File: src/rtl/pixel_writer.sv
// Buffers the line drawer's pixel stream, clips off-screen pixels, and writes each survivor to the framebuffer.
// Latency: a pixel accepted into an empty, idle block has mem_req high 3 cycles later; minimum 3 cycles per pixel.
// Backpressure: in_rtr is low while the FIFO is full; mem_req is held with a stable address/data until mem_ack, with no timeout.
module pixel_writer #(
    parameter int unsigned H_RES      = 640,
    parameter int unsigned V_RES      = 480,
    parameter int unsigned ADDR_W     = 19,
    parameter int unsigned FIFO_DEPTH = 4
) (
    input  logic              clk,
    input  logic              rst_,
    input  logic              in_rts,
    output logic              in_rtr,
    input  logic [9:0]        in_x,
    input  logic [9:0]        in_y,
    input  logic [11:0]       in_color,
    output logic              mem_req,
    input  logic              mem_ack,
    output logic [ADDR_W-1:0] mem_addr,
    output logic [11:0]       mem_data,
    input  logic              clear_counts,
    output logic [15:0]       write_count,
    output logic [15:0]       clip_count,
    output logic              busy
);

    localparam int unsigned PW = $clog2(FIFO_DEPTH);
    localparam int unsigned CW = PW + 1;

    typedef struct packed {
        logic [9:0]  x;
        logic [9:0]  y;
        logic [11:0] color;
    } pix_t;

    typedef enum logic [1:0] {
        M_IDLE  = 2'd0,
        M_ADDR  = 2'd1,
        M_WRITE = 2'd2
    } state_t;

    pix_t          fifo_mem [FIFO_DEPTH];
    logic [PW-1:0] rd_ptr;
    logic [PW-1:0] wr_ptr;
    logic [CW-1:0] count;

    state_t        state;
    logic [9:0]    x_q;
    logic [9:0]    y_q;
    logic [11:0]   color_q;

    logic          in_xfc;
    logic          clip;
    logic          push;
    logic          pop;

    // in_rtr comes from the registered count only, so a full FIFO stalls even if a pop is under way
    assign in_rtr  = (count < CW'(FIFO_DEPTH));
    assign in_xfc  = in_rts & in_rtr;
    assign clip    = in_xfc & ((32'(in_x) >= H_RES) | (32'(in_y) >= V_RES));
    assign push    = in_xfc & ~clip;
    assign pop     = (state == M_IDLE) & (count != '0);
    assign mem_req = (state == M_WRITE);
    assign busy    = (count != '0) | (state != M_IDLE);

    // FIFO storage; contents are don't-care while empty, so no reset is needed
    always_ff @(posedge clk) begin
        if (push) begin
            fifo_mem[wr_ptr] <= '{x: in_x, y: in_y, color: in_color};
        end
    end

    // FIFO pointers and occupancy; simultaneous push and pop leave the count unchanged
    always_ff @(posedge clk or negedge rst_) begin
        if (!rst_) begin
            rd_ptr <= '0;
            wr_ptr <= '0;
            count  <= '0;
        end else begin
            if (push) wr_ptr <= wr_ptr + 1'b1;
            if (pop)  rd_ptr <= rd_ptr + 1'b1;
            case ({push, pop})
                2'b10:   count <= count + 1'b1;
                2'b01:   count <= count - 1'b1;
                default: count <= count;
            endcase
        end
    end

    // Write FSM: latch head, form the linear address, then hold the request until acknowledged
    always_ff @(posedge clk or negedge rst_) begin
        if (!rst_) begin
            state       <= M_IDLE;
            x_q         <= '0;
            y_q         <= '0;
            color_q     <= '0;
            mem_addr    <= '0;
            mem_data    <= '0;
            write_count <= '0;
        end else begin
            case (state)
                M_IDLE: begin
                    if (pop) begin
                        x_q     <= fifo_mem[rd_ptr].x;
                        y_q     <= fifo_mem[rd_ptr].y;
                        color_q <= fifo_mem[rd_ptr].color;
                        state   <= M_ADDR;
                    end
                end
                M_ADDR: begin
                    mem_addr <= ADDR_W'(y_q) * ADDR_W'(H_RES) + ADDR_W'(x_q);
                    mem_data <= color_q;
                    state    <= M_WRITE;
                end
                M_WRITE: begin
                    if (mem_ack) begin
                        state <= M_IDLE;
                    end
                end
                default: state <= M_IDLE;
            endcase

            // clear wins over a same-cycle completed write
            if (clear_counts) begin
                write_count <= '0;
            end else if ((state == M_WRITE) && mem_ack && (write_count != 16'hFFFF)) begin
                write_count <= write_count + 16'd1;
            end
        end
    end

    // Saturating count of pixels dropped at the input for being off-screen
    always_ff @(posedge clk or negedge rst_) begin
        if (!rst_) begin
            clip_count <= '0;
        end else if (clear_counts) begin
            clip_count <= '0;
        end else if (clip && (clip_count != 16'hFFFF)) begin
            clip_count <= clip_count + 16'd1;
        end
    end

endmodule

File: config.mk
export PLATFORM = sky130hd
export DESIGN_NAME = pixel_writer
export DESIGN_NICKNAME = d
export VERILOG_FILES = /design/src/rtl/pixel_writer.sv
export SDC_FILE = /design/constraint.sdc
export NUM_CORES = 1
export LEC_CHECK = 0
export BUFFER_PORTS_ARGS = -buffer_cell sky130_fd_sc_hd__buf_4
export CORE_UTILIZATION = 45
export DETAILED_ROUTE_END_ITERATION = 10
export GPL_ROUTABILITY_DRIVEN = 0
export SYNTH_ARGS = -nofsm -noshare
export SYNTH_HDL_FRONTEND = slang
export SYNTH_SLANG_ARGS = --single-unit
File: constraint.sdc
create_clock -name clk -period 4 [get_ports clk]
set_input_delay 0.6 -clock clk [delete_from_list [all_inputs] [get_ports clk]]
set_output_delay 0.6 -clock clk [all_outputs]
set_load 0.03 [all_outputs]
Word level (Yosys, flattened, before mapping). Memory sizes are Yosys's and may differ from the RTL's. A register that Yosys moved wholly into a read port is not among the register bits. Cells that the tools add are included.

Bits in registers: 72. RAM bits: 128. Input port bits: 37. Memories kept: 1.

Add/sub/neg operators: 7. $mul: 1. Magnitude comparators: 3. Eq/ne operators: 8. Muxes and demuxes: 10. Bitwise operators: 7. Reductions and logical operators: 12.

Memory list: fifo_mem (words 4, width 32, read ports 1, clocked after Yosys merged registers in 1, write ports 1, line 42) `pix_t fifo_mem [FIFO_DEPTH];`.

Operator list (count): $mux 16 (4); $add 16x1->16 const B (2); $ne 16x16->1 const B (2); $add 19x10->19 (1); $mul 10x3->12 const B (1); $ge 10x10->1 const B (1); $ge 10x9->1 const B (1); $reduce_bool 2->1 (4); $pmux 2 s3 (1); $pmux 3 s2 (1); $add 2x1->2 const B (2); $and 1x1->1 (4); $eq 2x1->1 const B (2); $eq 2x2->1 const B (2); $mux 2 (2); $reduce_and 2->1 (2); $add 3x1->3 const B (1); $logic_and 1x1->1 (3); $lt 3x3->1 const B (1); $reduce_bool 3->1 (1); $sub 3x1->3 const B (1); $logic_not 2->1 (1); $mux 1 (2); $ne 2x1->1 const B (1); other kinds (4) (5).

Longest topological paths before layout.
Word-level depth: 7. Depth in mapped cells: 10. Mapped depth without buffers: 10.

Worst setup path after synthesis. OpenSTA, ideal clock, no wires.

Path type: register -> register. Start point: register y_q[1], read port of fifo_mem. End point: register mem_addr[17]. Library setup time: 0.130 ns. Arrival: 2.305 ns. Setup slack: 1.565 ns. Cell stages (with the launch flop): 10. Path buffers: 0. Period minus slack after synthesis: 2.435 ns. Cell sequence: dfrtp_1 > ha_1 > ha_1 > fa_1 > xor2_1 > o2111ai_1 > nor3_1 > nand4_1 > xor2_1 > o21ai_1.

Cells in the longest elaborated chain, start to end: 2.

RTL lines: start: declaration (line 49) `logic [9:0] y_q;`; $mul 10x3->12 (line 111) `mem_addr <= ADDR_W'(y_q) * ADDR_W'(H_RES) + ADDR_W'(x_q);`; $add 19x10->19 (line 111); end signal: assignment (line 111); end: declaration (line 19) `output logic [ADDR_W-1:0] mem_addr,`.

Every way passes these cells. A chain may end at the register's enable or synchronous reset.

Worst setup path in the final report. Same ends and word-level chain as after synthesis.

==> results.py <==
metrics = {
    "status": {
        "status": "finished, final reports clean",
    },
    "floorplanning": {
        "num_io_pins": 103,
        "row_count": 53,
        "design.die.area_um2": 22400,
        "die_h_um": 150,
        "start_util": 0.463,
        "fp.dieW_um": 150,
        "core_region_area_um2": 21200,
    },
    "global_routing": {
        "grt_pass1_wl_mm": 29.7,
        "grt_usage": 0.170,
        "antenna_found_initial": 0,
        "overflow": 0,
        "grt_max_degree": 58,
        "grt_pass1_vias": 5634,
    },
    "job": {
        "cap_violations": 0,
    },
    "drt": {
        "ant_nets": 0,
        "num_vias": 5437,
        "routedWlPerCell_um": 17.7,
        "routed_via_density": 5.26,
        "drt-total-wl_mm": 18.3,
        "drt-initial-drc-count": 207,
        "drc": 0,
        "dr.pass1.iters": 4,
    },
    "worst_setup_path": {
        "crit_arrival_ns": 2.98,
        "worst-path-max-fanout": 3,
        "required_ns": 4.38,
        "startpoint_type": "register",
        "regToRegStartpoint": "y_q[1]",
        "crit_start": "y_q[1]",
        "cp-end-kind": "register",
        "critPathKind": "reg -> reg",
    },
    "place": {
        "post-place-ws_ns": 1.24,
        "port_buffers": 102,
        "dp_hpwl_mm": 11.9,
        "dp.cells": 989,
        "dpl-instance-area_um2": 10900,
    },
    "logic_synthesis": {
        "synth_enable_flop_cells": 128,
        "async_reset_ff_frac": 0.448,
        "synth_cell_types": 53,
        "synth_nets": 694,
        "synth-seq-area-share": 0.656,
        "yosysTopAreaCellShare": 0.391,
        "netlist.top_cell.by_area": "edfxtp_1",
        "avgSynthCellArea_um2": 15.6,
        "synth_warnings": 0,
        "syn_area_um2": 9820,
        "synth_area_leaders": "edfxtp_1 (39%), dfrtp_1 (26%), mux4_2 (7.3%)",
        "synth_ff_type": "edfxtp_1",
        "ys_ff_latch": 232,
        "synthCells": 628,
    },
    "sta": {
        "skew_ns": 0.00849,
        "hold_viol_final": 0,
        "slew_headroom": 0.406,
        "tightest_slew_ns": 0.891,
        "rsz0062_at_grt": "no",
        "drv_slew": 0,
        "setup_violations": 0,
        "min_period_over_period": 0.649,
        "setup_slack_ns": 1.40,
        "fmax_mhz": 385,
        "holdWs_ns": 0.180,
        "fin_crit_ns": 2.60,
        "setup_tns_ns": 0,
    },
    "clocking": {
        "cts_tree": "built",
        "cts_buffers": 25,
        "root_buffer": "clkbuf_16",
        "h-tree-depth": 1,
        "clk_pin_slew_worst_paths_ns": 0.06,
        "cts_setup_buffers": 0,
        "cts_resized": 0,
        "cts_sinks": 232,
        "clk_path_buf_depth": 3,
        "hold_buffers": 0,
        "clk_latency_ns": 0.51,
    },
    "final_layout": {
        "num-fill-cells": 1720,
        "final_cell_mix": "edfxtp_1 (128), buf_4 (107), dfrtp_1 (102), mux2_2 (50), nor2_1 (42)",
        "diodes": 0,
        "fin_util": 0.552,
        "layout_commonest_cell": "edfxtp_1",
        "area_growth_pct": 19.3,
        "num-nets-final": 807,
        "drive_gt1_frac": 0.325,
        "final_area_um2": 11700,
        "final_cells": 1034,
    },
    "power": {
        "fin_total_pwr_mw": 9.18,
        "max-vdd-ir-drop_uv": 431,
        "power.density_nw_per_um2": 784,
        "power.leakage_nw": 4.56,
    },
    "min_path": {
        "hold_path_class": "in -> async",
    },
}
-- flip-flops by register name (all words and copies together) (netlist names) --
| name | count |
|---|---|
| y_q | 10 |
| fifo_mem | 128 |
| mem_addr | 19 |
| count | 3 |
| clip_count | 16 |
| state | 2 |
| mem_data | 12 |
| color_q | 12 |
| rd_ptr | 2 |
| wr_ptr | 2 |
| x_q | 10 |
| write_count | 16 |
-- cells in the mapped netlist (3+ instances only) --
master	count
nand2b_1	3
and3_1	3
nand3_1	16
nor2_1	42
nand2_1	32
nor3_1	16
inv_1	19
nand4_1	8
clkbuf_1	10
mux2i_1	3
o21ai_0	17
mux2_2	50
xnor2_1	22
and2_1	5
fa_1	3
xor2_1	25
edfxtp_1	128
ha_1	26
and4_1	4
a21oi_1	7
nor4_1	4
mux4_2	32
dfrtp_1	104
buf_2	9
a211o_1	3
-- worst paths after layout --
path / slack [ns] / end / depth (start not counted)
max in group asynchronous: 2.98 / x_q[4] / 2
worst min-delay path: 0.18 / mem_addr[11] / 1
min in group clk: 0.29 / fifo_mem[1][11] / 1
worst max-delay path: 1.40 / mem_addr[17] / 9
worst max register to register: 1.40 / mem_addr[17] / 9
worst min register to register: 0.48 / mem_addr[14] / 2
-- cell type report --
type / instances / area (um^2) / area share
Clock buffer: 38 / 756 / 0.0645
Clock inverter: 7 / 71.3 / 0.00608
Inverter: 19 / 71.3 / 0.00608
Multi-Input combinational cell: 356 / 3230 / 0.275
Sequential cell: 232 / 6450 / 0.550
Tap cell: 275 / 344 / 0.0294
Timing Repair Buffer: 107 / 803 / 0.0685
-- kinds of logic (layout without fill, tap and decap cells) --
kind of cell,after synthesis,in the layout,share of synthesized area
buf+inv,40,171,0.0168
xor+xnor,47,47,0.0419
mux,85,85,0.134
flops,232,232,0.656
compound gates,47,47,0.0358
simple gates,148,148,0.0764
fa+ha+maj,29,29,0.0392
-- report_power, final --
group | switching (mW) | internal (mW) | total, mW
sequential | 0.379 | 2.99 | 3.37
combinational | 1.85 | 1.70 | 3.55
clock | 0.894 | 1.37 | 2.26
-- per-layer routing --
metal	track usage	up-vias	routed length, um
met5	0	-	0
met4	0.0389	0	213
li1	-	2574	-
met2	0.290	106	9150
met3	0.0341	18	807
met1	0.226	2739	8110
-- critical path: stages (launching register included) --
cell and delay (ns):
dfrtp_1 0.39, ha_1 0.30, ha_1 0.24, fa_1 0.43, xor2_1 0.28, o2111ai_1 0.20
nor3_1 0.27, nand4_1 0.14, xor2_1 0.16, o21ai_1 0.07
No activity file was read; power rests on OpenSTA's default activity.
